[src/rtl/csa_resolve_48bit.sv]
// -----------------------------------------------------------------------------
// csa_resolve_48bit
//   Resolves the redundant (sum, carry) pair from the 48-bit carry-save adder
//   into a binary result. The carry-propagate add is split over two registered
//   stages so that each stage's carry chain is about half the word:
//     S1: low  segment  sum_in[SPLIT-1:0] + co_in[SPLIT-1:0]
//     S2: high segment  sum_hi + co_hi + carry from S1
//   Both ends use an elastic valid/ready handshake.
//
// Ports:
//   clk        clock, rising edge
//   rst        asynchronous active-high reset, clears valids and data
//   flush      synchronous; empties both stages at the next edge
//   sum_in     CSA sum vector
//   co_in      CSA carry vector (already shifted), added as-is
//   in_valid   input pair valid
//   in_ready   block can take a pair this cycle (no path from in_valid)
//   result     (sum_in + co_in) mod 2^WIDTH
//   carry_out  carry out of bit WIDTH-1
//   out_valid  result/carry_out valid
//   out_ready  consumer takes the result this cycle
// -----------------------------------------------------------------------------
module csa_resolve_48bit #(
   parameter int WIDTH = 48,
   parameter int SPLIT = 24
) (
   input  logic             clk,
   input  logic             rst,
   input  logic             flush,
   input  logic [WIDTH-1:0] sum_in,
   input  logic [WIDTH-1:0] co_in,
   input  logic             in_valid,
   output logic             in_ready,
   output logic [WIDTH-1:0] result,
   output logic             carry_out,
   output logic             out_valid,
   input  logic             out_ready
);

   localparam int HI = WIDTH - SPLIT;

   // Stage 1 state
   logic             s1_valid_q, s1_valid_d;
   logic [SPLIT-1:0] low_q;
   logic             c_mid_q;
   logic [HI-1:0]    sum_hi_q;
   logic [HI-1:0]    co_hi_q;

   // Stage 2 state
   logic             s2_valid_q, s2_valid_d;
   logic [WIDTH-1:0] result_q;
   logic             carry_q;

   // Handshake
   logic s2_free;
   logic s1_adv;
   logic accept;
   logic out_xfer;

   // Segment adders, one bit wider than their operands to keep the carry
   logic [SPLIT:0] low_sum;
   logic [HI:0]    hi_sum;

   assign s2_free  = !s2_valid_q || out_ready;
   assign s1_adv   = s1_valid_q && s2_free;
   assign in_ready = !s1_valid_q || s2_free;
   assign accept   = in_valid && in_ready;
   assign out_xfer = s2_valid_q && out_ready;

   assign low_sum = {1'b0, sum_in[SPLIT-1:0]} + {1'b0, co_in[SPLIT-1:0]};
   assign hi_sum  = {1'b0, sum_hi_q} + {1'b0, co_hi_q} + {{HI{1'b0}}, c_mid_q};

   // Valid bits. Flush overrides any advance or accept in the same cycle.
   always_comb begin
      s1_valid_d = s1_valid_q;
      s2_valid_d = s2_valid_q;
      if (flush) begin
         s1_valid_d = 1'b0;
         s2_valid_d = 1'b0;
      end else begin
         if (accept)
            s1_valid_d = 1'b1;
         else if (s1_adv)
            s1_valid_d = 1'b0;

         // A refill from S1 wins over draining S2 on an output transfer
         if (s1_adv)
            s2_valid_d = 1'b1;
         else if (out_xfer)
            s2_valid_d = 1'b0;
      end
   end

   always_ff @(posedge clk or posedge rst) begin
      if (rst) begin
         s1_valid_q <= 1'b0;
         s2_valid_q <= 1'b0;
      end else begin
         s1_valid_q <= s1_valid_d;
         s2_valid_q <= s2_valid_d;
      end
   end

   // Data registers only load on a real transfer, so a stalled S2 holds
   // result/carry_out stable for the consumer.
   always_ff @(posedge clk or posedge rst) begin
      if (rst) begin
         low_q    <= '0;
         c_mid_q  <= 1'b0;
         sum_hi_q <= '0;
         co_hi_q  <= '0;
         result_q <= '0;
         carry_q  <= 1'b0;
      end else if (!flush) begin
         if (accept) begin
            low_q    <= low_sum[SPLIT-1:0];
            c_mid_q  <= low_sum[SPLIT];
            sum_hi_q <= sum_in[WIDTH-1:SPLIT];
            co_hi_q  <= co_in[WIDTH-1:SPLIT];
         end
         if (s1_adv) begin
            result_q <= {hi_sum[HI-1:0], low_q};
            carry_q  <= hi_sum[HI];
         end
      end
   end

   assign result    = result_q;
   assign carry_out = carry_q;
   assign out_valid = s2_valid_q;

endmodule

[config.mk]
export PLATFORM = sky130hd
export DESIGN_NAME = csa_resolve_48bit
export DESIGN_NICKNAME = d
export VERILOG_FILES = /design/src/rtl/csa_resolve_48bit.sv
export SDC_FILE = /design/constraint.sdc
export NUM_CORES = 1
export LEC_CHECK = 0
export CAP_MARGIN = 25
export CORE_ASPECT_RATIO = 2
export CORE_MARGIN = 5
export CORE_UTILIZATION = 45
export CTS_BUF_LIST = sky130_fd_sc_hd__clkbuf_8
export DETAILED_ROUTE_END_ITERATION = 12
export PLACE_DENSITY = 0.86
export SYNTH_ARGS = -nofsm -noshare
export SYNTH_HDL_FRONTEND = slang
export SYNTH_SLANG_ARGS = --single-unit
[constraint.sdc]
create_clock -name clk -period 3.9 [get_ports clk]
set_input_delay 0.78 -clock clk [delete_from_list [all_inputs] [get_ports clk]]
set_output_delay 0.78 -clock clk [all_outputs]
set_load 0.02 [all_outputs]
Word level (Yosys, flattened, before mapping). Cells that the tools add are included.

Flip-flop bits (word level): 124. Bits in latches: 0. Bits in writable memories: 0. Memory bits (read-only): 0. Input port bits: 101. Output and inout port bits: 51. Word-level logic and storage cells: 29. Memories kept: 0.

Add/sub/neg operators: 3. Multipliers: 0. Divide/modulo/power cells: 0. $lt $le $gt $ge: 0. Eq/ne operators: 0. Shift operators: 0. Multiplexer cells: 6. Bitwise logic cells: 1. Reductions and logical operators: 11.

Operators with widths (number): adder 24 x 24 -> 25 bit (2); adder 25 x 1 -> 25 bit (1); two-way mux 1 bit (6); nonzero test 3 bit (2); AND reduction 2 bit (2); logical AND 1 bit (3); logical NOT 1 bit (2); logical OR 1 bit (2); inverter 1 bit (1).

Depth between registers and ports, before layout. Gate-level depths: netlist of the first run.

Depth in word-level cells: 6. Mapped depth: 9. Gate-level depth less buffers: 9.

Least setup slack after synthesis of the first run. OpenSTA, ideal clock, no wires.

Kind: input port to flip-flop. From: input sum_in[0]. To: register low_q[22]. Library setup time: 0.131 ns. Arrival time: 2.900 ns. Data required time: 3.769 ns. Setup slack: 0.868 ns. Stages: 9. Path buffers: 0. Path through: ha_1 > fa_1 > a21o_1 > a21o_4 > a211o_1 > a31oi_4 > o221ai_2 > and3_1 > or3_1.

Word-level cells in the longest chain between the ends: 1.

RTL lines: from (decl) (RTL line 30) `input logic [WIDTH-1:0] sum_in,`; adder 24 x 24 -> 25 bit (RTL line 70) `assign low_sum = {1'b0, sum_in[SPLIT-1:0]} + {1'b0, co_in[SPLIT-1:0]};`; to (signal assigned) (RTL line 116) `low_q <= low_sum[SPLIT-1:0];`; to (decl) (RTL line 44) `logic [SPLIT-1:0] low_q;`.

Every way passes these cells. A chain may end at the register's enable or synchronous reset.

Worst setup path in the final report of the first run. Same ends and word-level chain as after synthesis.

==> key figures, run 1 <==
Timing
  • Fmax achieved: 0.311 GHz
  • Total count of max-transition violations in the final report: 0
  • Shortest clock period the worst path allows after layout: 3210 ps
  • Final setup viols: 0
  • Post-route fraction of the period consumed by the critical path: 0.824
  • Count of final hold-check violations: 0
  • Skew final: 16.1 ps
  • TNS Setup: 0 ps
  • Worst relative slew slack: 0.425
  • RSZ-0062 raised after global routing: false
  • Worst-margin pin slew: 862 ps

Worst setup path
  • Cells on worst reg2reg path: 9
  • Worst Setup Path Type: in -> reg
  • RR Startpoint: c_mid_q
  • Startpoint kind of the worst setup timing path: input port
  • Capturing element type of the critical path: flop
  • Data arrival time of the worst path: 3570 ps
  • R2R Path End: result[46]
  • Crit path capture: low_q[22]
  • Max FO, Critical Path: 5
  • Critical path launch point: sum_in[0]
  • WP data required: 4260 ps
  • Register-to-register setup slack: 770 ps

Floorplanning
  • Floorplan die area: 0.0187 mm2
  • Starting utilization of the core area: 0.457
  • Std cell rows: 65
  • Die W: 99.2 um
  • Placeable core area: 0.0157 mm2
  • Io pins: 152
  • Die height: 188 um

Synthesis
  • Most common cell in the synthesized netlist: nand2_1
  • Share of the synthesized area in the top cell type: 0.433
  • Count of flip-flops with a built-in enable after synthesis: 0
  • Number of instances in the synthesized netlist: 841
  • Distinct cell type count after synthesis: 65
  • Synthesized netlist net count: 992
  • Sequential fraction of the synthesis area: 0.433
  • Leading cell types by count after synthesis: nand2_1 (291), dfrtp_1 (124), o21ai_0 (54), ha_1 (47), a21oi_1 (44)
  • Post-synthesis instance area: 0.00717 mm2
  • Post-synthesis sequential element count: 124
  • Most common flop cell mapped by yosys: dfrtp_1
  • Yosys warning total: 0
  • Cell taking the most area after synthesis: dfrtp_1
  • Largest cells by area after synthesis: dfrtp_1 (43%), nand2_1 (15%), ha_1 (8.2%)
  • Syn_area_per_cell: 8.52 um2
  • Ys async rst share: 1.00

CTS
  • Quantity of gates resized following cts: 0
  • Clk Latency, worst-skew pair: 420 ps
  • # clock sinks: 124
  • Clock buffer depth: 2
  • Clock edge transition at the registers on the reported setup and hold paths: 80 ps
  • Total clock buffers created by CTS: 17
  • Number of hold buffers added after cts: 0
  • Setup fix buffers added after clock tree synthesis: 0
  • H-tree levels: 4
  • CTS tree: yes
  • CTS Root Cell: clkbuf_8

Placement
  • Placed Area: 0.00887 mm2
  • # placed instances: 1162
  • Final Wtd Congestion: 0.913
  • IO Port Bufs: 151
  • Post-detail-place hpwl: 15.1 mm

GRT
  • Vias in the first global route: 6627
  • Initial antenna violation count: 1
  • Grt ovf: 0
  • GRT Resource Usage Total: 0.210
  • Pin count of the biggest net entering global routing: 57
  • Global-route wire length before repair: 31.5 mm

Pwr
  • Net switching power figure: 0.00161 W
  • Share of total power in the clock network: 0.267
  • Power per cell area: 497 mW/mm2
  • Leakage dissipation: 4.42 nW
  • Cell Int Power: 0.00301 W
  • Part of the total power dissipated in sequential elements: 0.375
  • IR drop worst, VDD: 0.290 mV
  • Combinational share of power: 0.357
  • Sw Share: 0.348

Drt
  • Detailed Routing Iterations Pass 1: 5
  • Post-detailed-route DRC marker count: 0
  • Total number of vias: 6507
  • Routed wirelength normalized by instance count: 16.1 um
  • Post-route ant nets: 0
  • Final routed wirelength across all metal layers: 19.3 mm
  • Detailed Route Iter0 Violations: 208
  • Mean number of vias per cell: 5.45

Worst hold path
  • Type of the worst min-delay path: reg -> reg

Run status
  • Outcome: complete, no violations

Finish
  • Synth-to-Final Area Change: 29.8%
  • # nets final: 1131
  • Count of placed standard cells in the final layout, fillers left out: 1194
  • Share of cells above drive strength 1: 0.0595
  • Post-route core utilization: 0.593
  • Final Cell Area: 0.00930 mm2

Job
  • Max_cap viols: 0
worst max-delay path: stages:
cell and delay (ps):
clkdlybuf4s50_1 400, ha_1 240, fa_1 410, a21o_1 180
a21o_4 240, a211o_1 340, a31oi_4 190, o221ai_2 180
a2111oi_0 440, or3_1 170
stage by stage:
| step | hold slack [ps] | total power [W] | setup slack [ps] |
|---|---|---|---|
| global route | 495 | 0.00489 | 571 |
| floorplan | 439 | 0.00271 | 868 |
| CTS | 472 | 0.00465 | 711 |
| global placement | 446 | 0.00337 | 310 |
| finish | 470 | 0.00462 | 686 |
| detailed placement | 451 | 0.00342 | 274 |
routing by layer:
metal  vias to the layer above  wire length, um  track usage
li1                       3174                -            -
met1                      3107             6860        0.214
met2                       172            10900        0.403
met3                        54              643       0.0267
met4                         0              817        0.110
met5                         -                0            0
kinds of logic after synthesis:
group / Yosys count / share of synthesized area
adders and majority gates: 50 / 0.0904
xor gates and xnor gates: 28 / 0.0342
DFF: 124 / 0.433
and+or+nand+nor: 377 / 0.221
buffers and inverters: 60 / 0.0316
muxes: 2 / 0.00297
AOI/OAI and AO/OA: 200 / 0.187
area by class of cell:
| type | count | area (um2) |
|---|---|---|
| well taps | 201 | 251 |
| diodes | 1 | 2.50 |
| inverters | 19 | 75.1 |
| clock inverters | 14 | 196 |
| clock buffers | 17 | 234 |
| multi-input cells | 657 | 3840 |
| flip-flops and latches | 124 | 3100 |
| fillers | 1389 | 6390 |
| repair buffers | 161 | 1600 |
registers in the layout (all words and copies together) (netlist names):
signal      flops
out_valid       1
c_mid_q         1
co_hi_q        24
low_q          24
sum_hi_q       24
carry_out       1
s1_valid_q      1
result         48
cell usage in the layout, fill, tap and decap left out, drive strengths merged, types with 7 or more instances in the layout:
master,synthesis,layout
nand4,10,10
nor2,23,23
inv,19,19
dfrtp,124,124
a211oi,12,12
ha,47,47
clkdlybuf4s50,0,151
o21ai,60,60
clkbuf,32,17
nand3,13,13
a21o,25,25
o21bai,9,9
nand2,291,291
o31ai,7,7
nor3,8,8
buf,9,10
a21oi,45,45
xnor2,16,16
xor2,12,12
o21a,7,7
power by group through the flow:
stage	logic (W)	registers, W	clock network, W
after floorplan	0.000791	0.00192	0
after global placement	0.00162	0.00175	0
after detailed placement	0.00166	0.00176	0
after CTS	0.00166	0.00174	0.00125
after global routing	0.00181	0.00177	0.00131
final	0.00165	0.00173	0.00124
how the worst min path moves through the flow:
stage	depth (start not counted)	slack, ps	endpoint	from
after floorplan	2	440	result[0]	low_q[0]
after global placement	2	450	result[5]	low_q[5]
after detailed placement	2	450	result[5]	low_q[5]
after CTS	2	470	result[5]	low_q[5]
after global routing	2	490	result[7]	low_q[7]
final	2	470	result[7]	low_q[7]
(Power assumes the default switching activity.)
==> run 2: changes to the inputs <==
--- a/config.mk
+++ b/config.mk
@@ -11,7 +11,7 @@
 export CORE_UTILIZATION = 45
 export CTS_BUF_LIST = sky130_fd_sc_hd__clkbuf_8
 export DETAILED_ROUTE_END_ITERATION = 12
-export PLACE_DENSITY = 0.86
+export PLACE_DENSITY = 0.83
 export SYNTH_ARGS = -nofsm -noshare
 export SYNTH_HDL_FRONTEND = slang
 export SYNTH_SLANG_ARGS = --single-unit
==> constraint.sdc (replaced) <==
create_clock -name clk -period 3 [get_ports clk]
set_input_delay 0.6 -clock clk [delete_from_list [all_inputs] [get_ports clk]]
set_output_delay 0.6 -clock clk [all_outputs]
set_load 0.02 [all_outputs]
==> run 2 against run 1 <==
Compared with the run above: die area unchanged; clock skew fell by 5.1 ps; first-iteration DRC count grew 3.4%; utilization up 1.8 points; critical path depth unchanged; worst setup slack got worse by 630 ps.
==> key figures, run 2 (synthesis gave the netlist of run 1 again) <==
Worst hold path
  • Type of the worst min-delay path: reg -> reg
  • Number of instances on the worst hold path: 2 (unchanged)

CTS
  • Clk Latency, worst-skew pair: 430 ps (about the same)
  • Number of hold buffers added after cts: 0 (unchanged)
  • Clock edge transition at the registers on the reported setup and hold paths: 70 ps (about the same)
  • # clock sinks: 124 (unchanged)
  • H-tree levels: 4 (unchanged)
  • CTS Root Cell: clkbuf_8
  • Clock buffer depth: 2 (unchanged)
  • Setup fix buffers added after clock tree synthesis: 0 (unchanged)
  • Total clock buffers created by CTS: 17 (unchanged)
  • CTS tree: yes

Timing
  • Worst hold margin: 471 ps (+1.67 ps)
  • Count of final hold-check violations: 0 (unchanged)
  • Post-route fraction of the period consumed by the critical path: 0.980
  • Total count of max-transition violations in the final report: 0 (unchanged)
  • Skew final: 10.9 ps (-5.14 ps)
  • Worst-margin pin slew: 674 ps (-188 ps)
  • Fmax achieved: 0.340 GHz
  • Shortest clock period the worst path allows after layout: 2940 ps
  • Worst relative slew slack: 0.550 (+0.124)
  • RSZ-0062 raised after global routing: false
  • Final setup viols: 0 (unchanged)
  • TNS Setup: 0 ps (unchanged)
  • Final setup margin: 59.6 ps (-627 ps)

Floorplanning
  • Std cell rows: 65 (unchanged)
  • Placeable core area: 0.0157 mm2 (unchanged)
  • Starting utilization of the core area: 0.457 (unchanged)
  • Die W: 99.2 um (unchanged)
  • Floorplan die area: 0.0187 mm2 (unchanged)
  • Die height: 188 um (unchanged)
  • Io pins: 152 (unchanged)

Pwr
  • Power after layout: 0.00605 W (+31%)
  • Net switching power figure: 0.00211 W (+31%)
  • Share of total power in the clock network: 0.261 (-0.006)
  • Part of the total power dissipated in sequential elements: 0.372 (-0.003)
  • Combinational share of power: 0.367 (+0.010)
  • Cell Int Power: 0.00394 W (+31%)
  • Leakage dissipation: 4.58 nW (+3.6%)
  • Sw Share: 0.349 (+0.000506)
  • IR drop worst, VDD: 0.343 mV (+18%)
  • Power per cell area: 630 mW/mm2 (+27%)

GRT
  • Initial antenna violation count: 1 (unchanged)
  • Pin count of the biggest net entering global routing: 51 (-11%)
  • GRT Resource Usage Total: 0.213 (+0.00234)
  • Global-route wire length before repair: 31.6 mm (+0.61%)
  • Grt ovf: 0 (unchanged)
  • Vias in the first global route: 6751 (+1.9%)

Finish
  • Number of flip-flops in the largest register: 48 (unchanged)
  • Final-layout fill cell count: 1340 (-3.5%)
  • Top library cells by usage in the layout, fill and taps aside: nand2_1 (291), clkdlybuf4s50_1 (151), dfrtp_1 (124)
  • Share of cells above drive strength 1: 0.0919 (+0.0324)
  • # nets final: 1161 (+2.7%)
  • Synth-to-Final Area Change: 33.9%
  • Most common cell after layout, fill and taps aside: nand2_1
  • Count of placed standard cells in the final layout, fillers left out: 1225 (+2.6%)

Drt
  • Mean number of vias per cell: 5.37 (-1.5%)
  • Routed wirelength normalized by instance count: 15.9 um (-1.6%)
  • Detailed Route Iter0 Violations: 215 (+3.4%)
  • Detailed Routing Iterations Pass 1: 5 (unchanged)
  • Final routed wirelength across all metal layers: 19.4 mm (+0.96%)
  • Post-detailed-route DRC marker count: 0 (unchanged)
  • Post-route ant nets: 0 (unchanged)
  • Total number of vias: 6575 (+1.0%)

Worst setup path
  • WP data required: 3310 ps (-950 ps)
  • Worst Setup Path Type: in -> reg
  • Cells on worst reg2reg path: 10 (+1)
  • Startpoint kind of the worst setup timing path: input port
  • Register-to-register setup slack: 210 ps (-560 ps)
  • Max FO, Critical Path: 4 (-1)
  • Data arrival time of the worst path: 3250 ps (-320 ps)
  • Capturing element type of the critical path: flop

Placement
  • IO Port Bufs: 151 (unchanged)
  • # placed instances: 1192 (+2.6%)
  • Final Wtd Congestion: 0.911 (-0.20%)
  • Post-detail-place hpwl: 15.3 mm (+0.93%)
  • Worst slack, placed: -396 ps (-670 ps)

Run status
  • Outcome: complete, no violations

Job
  • Max_cap viols: 0 (unchanged)
run 2: worst max-delay path, cell delays in order:
cell	delay, ps
clkdlybuf4s50_1	400
ha_1	230
fa_1	390
a21o_1	180
a21o_4	230
a211o_1	340
a31oi_4	190
o221ai_2	180
and3_1	180
or3_1	340
run 2: power by group through the flow:
stage	clock network [W]	logic [W]	registers, W
5_1_grt	0.00167	0.00243	0.00230
4_1_cts	0.00161	0.00222	0.00225
3_5_place_dp	0	0.00221	0.00228
2_1_floorplan	0	0.00103	0.00250
3_3_place_gp	0	0.00217	0.00227
6_report	0.00158	0.00222	0.00225
run 2: path summary, 6_finish.rpt:
check                          start          end
setup reg to reg             c_mid_q   result[40]
hold / removal             low_q[15]   result[15]
max in group asynchronous        rst  sum_hi_q[4]
hold reg to reg            low_q[15]   result[15]
min in group asynchronous        rst    result[1]
setup / recovery           sum_in[0]    low_q[22]
run 2: metrics by stage:
stage	instance area, um2	utilization
2_1_floorplan	7170	-
3_3_place_gp	9150	0.583
3_5_place_dp	9150	0.583
4_1_cts	9570	0.610
5_1_grt	9590	0.611
6_report	9590	0.611
run 2: routing by layer:
| metal | wire length (um) | global-route usage | part of all wire | up-vias |
|---|---|---|---|---|
| li1 | - | - | - | 3235 |
| met1 | 6880 | 0.212 | 0.35 | 3096 |
| met2 | 10900 | 0.407 | 0.56 | 193 |
| met3 | 753 | 0.0322 | 0.039 | 51 |
| met4 | 888 | 0.115 | 0.046 | 0 |
| met5 | 0 | 0 | 0 | - |
run 2: final cells by class:
| cell class | count | area, um2 | area share |
|---|---|---|---|
| antenna | 1 | 2.50 | 0.000261 |
| clock inverter | 13 | 165 | 0.0172 |
| sequential | 124 | 3100 | 0.323 |
| multi-input combinational | 657 | 3860 | 0.402 |
| timing repair buffer | 191 | 1870 | 0.195 |
| clock buffer | 19 | 262 | 0.0273 |
| inverter | 19 | 75.1 | 0.00782 |
| tap | 201 | 251 | 0.0262 |
run 2: what timing repair did:
item | 4_1_cts | 5_1_grt
hold endpoints to repair | 0 | 0
setup endpoints to repair | 0 | 6
resized for setup | 0 | 5
